### config.mk
export PLATFORM = sky130hd
export DESIGN_NAME = lsu_mem_ctrl_flat
export DESIGN_NICKNAME = d
export VERILOG_FILES = /design/src/rtl/lsu_pkg.sv /design/src/rtl/lsu_mem_ctrl_if.sv /design/src/rtl/lsu_lane_align.sv /design/src/rtl/lsu_mem_ctrl.sv /design/src/flat_wrapper.sv
export SDC_FILE = /design/constraint.sdc
export NUM_CORES = 1
export LEC_CHECK = 0
export CAP_MARGIN = 20
export CELL_PAD_IN_SITES_DETAIL_PLACEMENT = 0
export CELL_PAD_IN_SITES_GLOBAL_PLACEMENT = 1
export CORE_AREA = 2 2 116 118
export DETAILED_ROUTE_END_ITERATION = 7
export DIE_AREA = 0 0 118 120
export DONT_BUFFER_PORTS = 1
export GPL_ROUTABILITY_DRIVEN = 1
export HOLD_SLACK_MARGIN = 0.05
export PLACE_DENSITY = 0.82
export SLEW_MARGIN = 5
export SYNTH_ARGS = -nofsm -noshare
export SYNTH_HDL_FRONTEND = slang
export SYNTH_SLANG_ARGS = --single-unit
### constraint.sdc
create_clock -name clk -period 2.1 [get_ports clk]
set_clock_uncertainty 0.05 [all_clocks]
set_input_delay 0.42 -clock clk [delete_from_list [all_inputs] [get_ports clk]]
set_output_delay 0.42 -clock clk [all_outputs]
set_load 0.01 [all_outputs]
### src/rtl/lsu_pkg.sv
// Shared encodings and helpers for the load/store controller.
// Size codes, FSM states and the alignment rule live here so RTL and users agree.
package lsu_pkg;

    localparam logic [1:0] SZ_BYTE = 2'b00;
    localparam logic [1:0] SZ_HALF = 2'b01;
    localparam logic [1:0] SZ_WORD = 2'b10;

    typedef enum logic [2:0] {
        IDLE,
        LD_RD,
        LD_DATA,
        ST_RD,
        ST_WR,
        ERR,
        RESP
    } state_e;

    // size 2'b11 has no meaning, so it is rejected the same way as a bad alignment
    function automatic logic is_misaligned(input logic [1:0] size, input logic [1:0] off);
        logic mis;
        case (size)
            SZ_BYTE: mis = 1'b0;
            SZ_HALF: mis = off[0];
            SZ_WORD: mis = (off != 2'b00);
            default: mis = 1'b1;
        endcase
        return mis;
    endfunction

endpackage

### src/rtl/lsu_mem_ctrl_if.sv
// Request/response and data-memory port bundle of the load/store controller.
// slave = controller side; master = pipeline plus memory side.
interface lsu_mem_ctrl_if #(
    parameter int ADDR_WIDTH = 32,
    parameter int WORD_WIDTH = 32
);
    logic                  req_valid;
    logic                  req_ready;
    logic                  req_we;
    logic [1:0]            req_size;
    logic                  req_unsigned;
    logic [ADDR_WIDTH-1:0] req_addr;
    logic [WORD_WIDTH-1:0] req_wdata;
    logic                  resp_valid;
    logic [WORD_WIDTH-1:0] resp_rdata;
    logic                  resp_misalign;
    logic                  mem_write;
    logic                  mem_read;
    logic [ADDR_WIDTH-1:0] mem_addr;
    logic [WORD_WIDTH-1:0] mem_wdata;
    logic [WORD_WIDTH-1:0] mem_rdata;

    modport master (
        output req_valid, req_we, req_size, req_unsigned, req_addr, req_wdata, mem_rdata,
        input  req_ready, resp_valid, resp_rdata, resp_misalign,
               mem_write, mem_read, mem_addr, mem_wdata
    );

    modport slave (
        input  req_valid, req_we, req_size, req_unsigned, req_addr, req_wdata, mem_rdata,
        output req_ready, resp_valid, resp_rdata, resp_misalign,
               mem_write, mem_read, mem_addr, mem_wdata
    );
endinterface

### src/rtl/lsu_lane_align.sv
// Little-endian lane handling: load extract/sign-extend and sub-word store merge.
// Purely combinational; the caller guarantees the offset is legal for the size.
module lsu_lane_align
    import lsu_pkg::*;
(
    input  logic [1:0]  size_i,
    input  logic [1:0]  off_i,
    input  logic        uns_i,
    input  logic [31:0] old_i,
    input  logic [31:0] new_i,
    output logic [31:0] ld_data_o,
    output logic [31:0] st_word_o
);
    logic [7:0]  byte_lane;
    logic [15:0] half_lane;

    always_comb begin
        case (off_i)
            2'd0:    byte_lane = old_i[7:0];
            2'd1:    byte_lane = old_i[15:8];
            2'd2:    byte_lane = old_i[23:16];
            default: byte_lane = old_i[31:24];
        endcase
        half_lane = off_i[1] ? old_i[31:16] : old_i[15:0];

        case (size_i)
            SZ_BYTE: ld_data_o = {{24{~uns_i & byte_lane[7]}}, byte_lane};
            SZ_HALF: ld_data_o = {{16{~uns_i & half_lane[15]}}, half_lane};
            default: ld_data_o = old_i;
        endcase
    end

    always_comb begin
        st_word_o = old_i;
        case (size_i)
            SZ_BYTE: begin
                case (off_i)
                    2'd0:    st_word_o[7:0]   = new_i[7:0];
                    2'd1:    st_word_o[15:8]  = new_i[7:0];
                    2'd2:    st_word_o[23:16] = new_i[7:0];
                    default: st_word_o[31:24] = new_i[7:0];
                endcase
            end
            SZ_HALF: begin
                if (off_i[1]) st_word_o[31:16] = new_i[15:0];
                else          st_word_o[15:0]  = new_i[15:0];
            end
            default: st_word_o = new_i;
        endcase
    end
endmodule

### src/rtl/lsu_mem_ctrl.sv
// MEM-stage load/store controller in front of a word-addressed data memory.
// One request at a time; sub-word stores are done as read-modify-write.
module lsu_mem_ctrl
    import lsu_pkg::*;
#(
    parameter int ADDR_WIDTH = 32,
    parameter int WORD_WIDTH = 32
) (
    input  logic         clk,
    input  logic         rst,
    lsu_mem_ctrl_if.slave bus
);
    state_e                state_q;
    logic                  we_q;
    logic [1:0]            size_q;
    logic                  uns_q;
    logic [ADDR_WIDTH-1:0] addr_q;
    logic [WORD_WIDTH-1:0] wdata_q;
    logic                  resp_valid_q;
    logic                  resp_misalign_q;
    logic [WORD_WIDTH-1:0] resp_rdata_q;

    logic [WORD_WIDTH-1:0] ld_data;
    logic [WORD_WIDTH-1:0] st_word;
    logic                  mem_rd;
    logic                  mem_wr;

    lsu_lane_align u_align (
        .size_i    (size_q),
        .off_i     (addr_q[1:0]),
        .uns_i     (uns_q),
        .old_i     (bus.mem_rdata),
        .new_i     (wdata_q),
        .ld_data_o (ld_data),
        .st_word_o (st_word)
    );

    always_ff @(posedge clk or negedge rst) begin
        if (!rst) begin
            state_q         <= IDLE;
            we_q            <= 1'b0;
            size_q          <= 2'b00;
            uns_q           <= 1'b0;
            addr_q          <= '0;
            wdata_q         <= '0;
            resp_valid_q    <= 1'b0;
            resp_misalign_q <= 1'b0;
            resp_rdata_q    <= '0;
        end else begin
            case (state_q)
                IDLE: begin
                    if (bus.req_valid) begin
                        we_q    <= bus.req_we;
                        size_q  <= bus.req_size;
                        uns_q   <= bus.req_unsigned;
                        addr_q  <= bus.req_addr;
                        wdata_q <= bus.req_wdata;
                        if (is_misaligned(bus.req_size, bus.req_addr[1:0])) state_q <= ERR;
                        else if (!bus.req_we)                               state_q <= LD_RD;
                        else if (bus.req_size == SZ_WORD)                   state_q <= ST_WR;
                        else                                                state_q <= ST_RD;
                    end
                end
                LD_RD:   state_q <= LD_DATA;
                LD_DATA: begin
                    resp_rdata_q <= ld_data;
                    resp_valid_q <= 1'b1;
                    state_q      <= RESP;
                end
                ST_RD:   state_q <= ST_WR;
                ST_WR: begin
                    resp_rdata_q <= '0;
                    resp_valid_q <= 1'b1;
                    state_q      <= RESP;
                end
                ERR: begin
                    resp_misalign_q <= 1'b1;
                    resp_rdata_q    <= '0;
                    resp_valid_q    <= 1'b1;
                    state_q         <= RESP;
                end
                RESP: begin
                    resp_valid_q    <= 1'b0;
                    resp_misalign_q <= 1'b0;
                    state_q         <= IDLE;
                end
                default: state_q <= IDLE;
            endcase
        end
    end

    // memory strobes come straight from state so an async reset kills them at once
    assign mem_rd = (state_q == LD_RD) || (state_q == ST_RD);
    assign mem_wr = (state_q == ST_WR);

    assign bus.req_ready     = (state_q == IDLE);
    assign bus.mem_read      = mem_rd;
    assign bus.mem_write     = mem_wr;
    assign bus.mem_addr      = (mem_rd || mem_wr) ? {2'b00, addr_q[ADDR_WIDTH-1:2]} : '0;
    assign bus.mem_wdata     = mem_wr ? st_word : '0;
    assign bus.resp_valid    = resp_valid_q;
    assign bus.resp_misalign = resp_misalign_q;
    assign bus.resp_rdata    = resp_rdata_q;

    logic unused_we;
    assign unused_we = we_q;
endmodule

### src/flat_wrapper.sv
// flat-port wrapper written by rule: the top's interface ports become plain ports
module lsu_mem_ctrl_flat import lsu_pkg::*;
#(
    parameter int ADDR_WIDTH = 32,
    parameter int WORD_WIDTH = 32
)
  (clk, rst, bus_req_valid, bus_req_we, bus_req_size, bus_req_unsigned, bus_req_addr, bus_req_wdata, bus_mem_rdata, bus_req_ready, bus_resp_valid, bus_resp_rdata, bus_resp_misalign, bus_mem_write, bus_mem_read, bus_mem_addr, bus_mem_wdata);
  lsu_mem_ctrl_if #(.ADDR_WIDTH(ADDR_WIDTH), .WORD_WIDTH(WORD_WIDTH)) bus_i ();
  input  logic clk;
  input  logic rst;
  input wire logic [$bits(bus_i.req_valid)-1:0] bus_req_valid;
  input wire logic [$bits(bus_i.req_we)-1:0] bus_req_we;
  input wire logic [$bits(bus_i.req_size)-1:0] bus_req_size;
  input wire logic [$bits(bus_i.req_unsigned)-1:0] bus_req_unsigned;
  input wire logic [$bits(bus_i.req_addr)-1:0] bus_req_addr;
  input wire logic [$bits(bus_i.req_wdata)-1:0] bus_req_wdata;
  input wire logic [$bits(bus_i.mem_rdata)-1:0] bus_mem_rdata;
  output wire logic [$bits(bus_i.req_ready)-1:0] bus_req_ready;
  output wire logic [$bits(bus_i.resp_valid)-1:0] bus_resp_valid;
  output wire logic [$bits(bus_i.resp_rdata)-1:0] bus_resp_rdata;
  output wire logic [$bits(bus_i.resp_misalign)-1:0] bus_resp_misalign;
  output wire logic [$bits(bus_i.mem_write)-1:0] bus_mem_write;
  output wire logic [$bits(bus_i.mem_read)-1:0] bus_mem_read;
  output wire logic [$bits(bus_i.mem_addr)-1:0] bus_mem_addr;
  output wire logic [$bits(bus_i.mem_wdata)-1:0] bus_mem_wdata;
  assign bus_i.req_valid = bus_req_valid;
  assign bus_i.req_we = bus_req_we;
  assign bus_i.req_size = bus_req_size;
  assign bus_i.req_unsigned = bus_req_unsigned;
  assign bus_i.req_addr = bus_req_addr;
  assign bus_i.req_wdata = bus_req_wdata;
  assign bus_i.mem_rdata = bus_mem_rdata;
  assign bus_req_ready = bus_i.req_ready;
  assign bus_resp_valid = bus_i.resp_valid;
  assign bus_resp_rdata = bus_i.resp_rdata;
  assign bus_resp_misalign = bus_i.resp_misalign;
  assign bus_mem_write = bus_i.mem_write;
  assign bus_mem_read = bus_i.mem_read;
  assign bus_mem_addr = bus_i.mem_addr;
  assign bus_mem_wdata = bus_i.mem_wdata;
  lsu_mem_ctrl #(.ADDR_WIDTH(ADDR_WIDTH), .WORD_WIDTH(WORD_WIDTH)) u_core (.clk(clk), .rst(rst), .bus(bus_i));
endmodule
== Word level (Yosys, flattened, before mapping) ==
Cells that the tools add are included.

* Bits in registers: 104
* Latch bits: 0
* RAM bits: 0
* ROM bits: 0
* Input bits: 103
* Output and inout bits: 101
* Memories kept: 0

* $add $sub $neg: 0
* Multipliers: 0
* Div/mod/pow operators: 0
* Magnitude comparators: 0
* Eq/ne operators: 12
* Shifts and indexed selects: 0
* Muxes and demuxes: 23
* Bitwise logic cells: 3
* Reduce and logical (&&, ||, !) cells: 14

{| class="wikitable"
|+ Operator list
! cell !! count
|-
| case mux 32 bit (2 select lines) || 3
|-
| two-way mux 16 bit || 3
|-
| two-way mux 32 bit || 1
|-
| two-way mux 8 bit || 4
|-
| two-way mux 30 bit || 1
|-
| case mux 8 bit (3 select lines) || 1
|-
| two-way mux 3 bit || 4
|-
| case mux 3 bit (4 select lines) || 1
|-
| equality test 3 bit, second input constant || 3
|-
| nonzero test 2 bit || 4
|-
| equality test 2 x 1 -> 1 bit, second input constant || 3
|-
| equality test 3 x 2 -> 1 bit, second input constant || 2
|-
| logical NOT 2 bit || 3
|-
| OR reduction 3 bit || 2
|-
| equality test 2 bit, second input constant || 2
|-
| case mux 1 bit (2 select lines) || 2
|-
| equality test 3 x 1 -> 1 bit, second input constant || 1
|-
| logical NOT 3 bit || 1
|-
| case mux 1 bit (3 select lines) || 1
|-
| AND 1 bit || 2
|-
| logical OR 1 bit || 2
|-
| two-way mux 1 bit || 2
|-
| != test 2 bit, second input constant || 1
|-
| AND reduction 2 bit || 1
|-
| other kinds (2) || 2
|}

== Logic depth before layout (Yosys ltp) ==
* Word-level depth: 7
* Depth in mapped cells: 8

== Cells and area by module ==
From an unflattened synthesis, not the netlist that was laid out.

* Cell total of the unflattened synthesis: 568
* Area, all modules: 6582.6 sq um

{| class="wikitable"
|+ By module, submodules not included
! module !! instances !! cells each !! area each (sq um) !! sequential area each (sq um)
|-
| lsu_mem_ctrl || 1 || 317 || 4654.5 || 2602.5
|-
| lsu_lane_align || 1 || 251 || 1928.1 || 0.0
|}

== Worst setup path before layout ==
OpenSTA, ideal clock, no wires.

* Path kind: reg-to-output
* From: register u_core.state_q[1]
* To: output bus_mem_addr[0]
* Arrival: 1449 ps
* Data required time: 1630 ps
* Setup slack: 181 ps
* Stages on the path, launching flop included: 9
* Path buffers: 3
* Path through: dfrtp_1 > buf_4 > nor2b_1 > nand2b_1 > buf_2 > inv_2 > nor2_1 > buf_2 > nor2b_1

{| class="wikitable"
|+ RTL lines
! element !! line !! RTL
|-
| start, declared || lsu_mem_ctrl.sv:13 || <nowiki>state_e state_q;</nowiki>
|-
| start signal, assigned || lsu_mem_ctrl.sv:40 || <nowiki>state_q <= IDLE;</nowiki>
|-
| start signal, assigned || lsu_mem_ctrl.sv:58 || <nowiki>if (is_misaligned(bus.req_size, bus.req_addr[1:0])) state_q <= ERR;</nowiki>
|-
| start signal, assigned || lsu_mem_ctrl.sv:59 || <nowiki>else if (!bus.req_we) state_q <= LD_RD;</nowiki>
|-
| equality test 3 bit || lsu_mem_ctrl.sv:94 || <nowiki>assign mem_wr = (state_q == ST_WR);</nowiki>
|-
| via bus_mem_write || flat_wrapper.sv:22 || <nowiki>output wire logic [$bits(bus_i.mem_write)-1:0] bus_mem_write;</nowiki>
|-
| logical OR 1 bit || lsu_mem_ctrl.sv:99 || <nowiki>assign bus.mem_addr = (mem_rd || mem_wr) ? {2'b00, addr_q[ADDR_WIDTH-1:2]} : '0;</nowiki>
|-
| two-way mux 30 bit || lsu_mem_ctrl.sv:99 ||
|-
| end, declared || flat_wrapper.sv:24 || <nowiki>output wire logic [$bits(bus_i.mem_addr)-1:0] bus_mem_addr;</nowiki>
|}

The timed path passes the listed nets, and every way through them passes these cells.

== Final worst setup path ==
* From: register u_core.addr_q[0]
* To: output bus_mem_wdata[13]

* Cells in the longest elaborated chain, start to end: 4

{| class="wikitable"
|+ RTL lines
! element !! line !! RTL
|-
| start, declared || lsu_mem_ctrl.sv:17 || <nowiki>logic [ADDR_WIDTH-1:0] addr_q;</nowiki>
|-
| start signal, assigned || lsu_mem_ctrl.sv:56 || <nowiki>addr_q <= bus.req_addr;</nowiki>
|-
| equality test 2 x 1 -> 1 bit || lsu_lane_align.sv:37 || <nowiki>case (off_i)</nowiki>
|-
| two-way mux 8 bit || lsu_lane_align.sv:37 ||
|-
| case mux 32 bit (2 select lines) || lsu_lane_align.sv:35 || <nowiki>case (size_i)</nowiki>
|-
| two-way mux 32 bit || lsu_mem_ctrl.sv:100 || <nowiki>assign bus.mem_wdata = mem_wr ? st_word : '0;</nowiki>
|-
| end, declared || flat_wrapper.sv:25 || <nowiki>output wire logic [$bits(bus_i.mem_wdata)-1:0] bus_mem_wdata;</nowiki>
|}

No other way between the ends.

==> impl_metrics.yaml <==
clocking:
  h-tree-depth: 3
  clock-root-buffer: "clkbuf_16"
  cts_tree: "yes"
  clock_latency_ns: 0.36
  clkSlewWorstSetupHoldPaths_ns: 0.07
  cts_buffer_depth: 2
  clkSinkCount: 104
  cts_made_buffers: 9
floorplan:
  start_util_pct: 47.51
  rows: 42
  dieArea_sq_um: 14160
  core_area_sq_um: 12980
  die_x_um: 118
  fp.dieH_um: 120
  ioPinCount: 204
global_routing:
  overflow: 0
  antenna_found_initial: 1
  grt_pass1_vias: 4982
  grt_pass1_wl_um: 28800
  grt_usage_pct: 26.52
  grt_max_degree: 105
yosys:
  syn_area_per_cell_sq_um: 10.49
  synth_enable_flop_cells: 0
  synth_area_sq_um: 6167
  synth_top_flop_cell: "dfrtp_1"
  yosys_warnings: 0
  synth_area_leaders: "dfrtp_1 42%, mux2_2 10%, nor2b_1 5.1%, mux2_4 4.9%, mux2i_1 3.9%"
  synthDistinctLibCells: 55
  yosysTopAreaCell: "dfrtp_1"
  yosysSeqAreaShare_pct: 42.20
  yosysTopAreaCellShare_pct: 42.20
  synth_async_sr_flop_share_pct: 100.0
  synthCells: 588
  ys_ff_latch: 104
power_and_ir_drop:
  p_int_uw: 7442
  power.density_nw_per_um2: 1717
  p_switching_uw: 5300
  power_frac_clock_pct: 13.5
  p_sw_share_pct: 41.60
  peakVddDrop_v: 0.0009127
  combPwrFrac_pct: 56.4
  seqPwrFrac_pct: 30.1
  power_leakage_uw: 0.003266
sta:
  finalSetupViolCount: 27
  period_minus_slack_ns: 2.223
  timing.hold.ws_ns: -0.2955
  fin_ws_ns: -0.1227
  grt_setup_unrepaired: "yes"
  slew_headroom_pct: 60.82
  hold_viol: 104
  max_freq_mhz: 449.9
  report.final.slew_viol_count: 0
  min_period_over_period_pct: 105.8
  worstMarginPinSlew_ns: 0.5871
placed_design:
  io_buffers: 0
  dp_hpwl_um: 13330
  place.gp.congestion: 0.8788
  placedCellCount: 775
outcome:
  violations: "negative hold slack, negative setup slack"
  status: "finished with violations"
worst_setup_path:
  required_ns: 1.63
  end_kind: "output port"
  critical_path.top_delay_family: "flip-flops"
  cp-start-kind: "flip-flop"
  path_buf_inv: 2
  cp_max_fo: 4
  crit_top_cell: "buf_4"
  worstPathArrival_ns: 1.75
  path_class: "flip-flop to output port"
  crit_chain: "nand2b_4 > buf_4 > mux2_2 > a22oi_2 > a21oi_2 > buf_4"
  critPathSlowestCell: "dfrtp_2"
  critPathMaxStageDelay_ns: 0.46
finish:
  final_nets: 723
  final_cells: 801
  antennaDiodeCount: 0
  area_delta_synth_final_pct: 20.35
  drive_gt1_share_pct: 37.28
route:
  wl_met3_um: 2068
  wl_per_cell_um: 23.98
  vias_per_cell: 6.260
  dr_total_vias: 5014
  drc: 0
  drt_iter0_drc: 410
  wl_met1_um: 7499
  routed_wl_um: 19210
  drtPass1Iterations: 6
  ant_nets: 0
  topRoutingLayerUsed: "met5"
  route.met2.wl_um: 9119
hold_path:
  hold_path_class: "input port to asynchronous set/reset pin"
flow_run:
  cap_violations: 0
-- layout make-up --
class                      instances  area (sq um)
clock buffer                      11         242.7
clock inverter                     5         56.30
fill                            1125          5558
inverter                           7         33.78
multi-input combinational        427          3571
sequential                       104          2605
tap                              176         220.2
timing repair buffer              71         693.2
-- Yosys cell counts (4+ instances only) --
cell       count
a211oi_1       8
a21oi_1       33
a221o_1        7
a221oi_1       8
a22o_1         8
a22oi_1        8
a2bb2oi_1      5
and3_1         7
buf_2         17
buf_4          8
clkbuf_1      19
dfrtp_1      104
inv_1          5
mux2_1         6
mux2_2        56
mux2_4        20
mux2i_1       24
nand2_1       33
nand2b_1       4
nand3_1       21
nand3b_1      16
nor2_1        30
nor2b_1       50
nor3_1         4
o211a_1        7
o21ai_0       33
o21ai_1        5
o221ai_1       7
-- metal layers --
layer	global-route usage, %	vias to the layer above
met1	33.15	2494
met2	42.19	293
li1	-	2183
met5	0	-
met3	9.411	42
met4	10.24	2
-- cell families (layout without fill, tap and decap cells) --
logic type             Yosys count  count (layout)  share of synthesized area (%)
and+or+nand+nor                178             179                          15.97
AOI/OAI and AO/OA              138             138                          15.50
muxes                          108             108                          20.67
DFF                            104             104                          42.20
buffers and inverters           59              94                          5.599
other                            1               2                        0.06081
-- flip-flops by register name, summed over array words and instances, names as in the netlist --
name,count
u_core.addr_q,32
u_core.bus.resp_misalign,1
u_core.bus.resp_rdata,32
u_core.bus.resp_valid,1
u_core.size_q,2
u_core.state_q,3
u_core.uns_q,1
u_core.wdata_q,32
-- what timing repair did --
action	in CTS	in global routing
pin swaps	25	19
setup buffers	5	2
cloned	1	2
hold endpoints to repair	104	104
gates resized for setup	61	45
endpoints found under the setup margin	62	65
-- layout by cell type, fill, tap and decap left out, types with 8 or more instances in the layout --
cell       count
clkbuf_16     11
o21ai_1        8
nor2b_1       34
o21ai_0       29
mux2i_1       24
mux2_4        26
mux2_2        50
buf_4         52
nand2_1       33
a221oi_2       8
a22o_1         8
a21oi_1       25
buf_6         10
dfrtp_1      102
nor2_1        28
nor2b_4       16
a22oi_2        8
a21oi_2        9
nand3b_1      16
nand3_1       21
-- final timing paths --
path	from	endpoint	slack [ns]	depth (start not counted)
min in group clk	bus_req_size[1]	u_core.size_q[1]	0.13	2
min reg2reg	u_core.addr_q[11]	u_core.addr_q[11]	0.44	1
max in group asynchronous	rst	u_core.size_q[1]	2.10	0
min	rst	u_core.bus.resp_rdata[24]	-0.30	0
max	u_core.addr_q[0]	bus_mem_wdata[13]	-0.12	6
max reg2reg	u_core.addr_q[0]	u_core.bus.resp_rdata[8]	0.16	5
-- power groups by stage --
stage          clock (uW)  sequential (uW)  combinational (uW)
6_report             1720             3830                7190
5_1_grt              1840             3930                7680
4_1_cts              1740             3780                6580
3_5_place_dp            0             3750                5990
3_3_place_gp            0             3710                5840
2_1_floorplan           0             3440                4580
-- through the flow --
| step | utilization (%) | worst slack (ns) | TNS (ns) | instance area [sq um] | total power, uW |
|---|---|---|---|---|---|
| floorplan | - | 0.1814 | 0 | 6171 | 8021 |
| global placement | 50.60 | -0.04832 | -1.396 | 6568 | 9555 |
| detailed placement | 50.60 | -0.1765 | -4.758 | 6568 | 9742 |
| CTS | 55.04 | -0.1222 | -1.367 | 7144 | 12100 |
| global route | 57.18 | -0.1864 | -3.355 | 7422 | 13450 |
| finish | 57.18 | -0.1227 | -1.529 | 7422 | 12740 |
(Power assumes the default switching activity.)
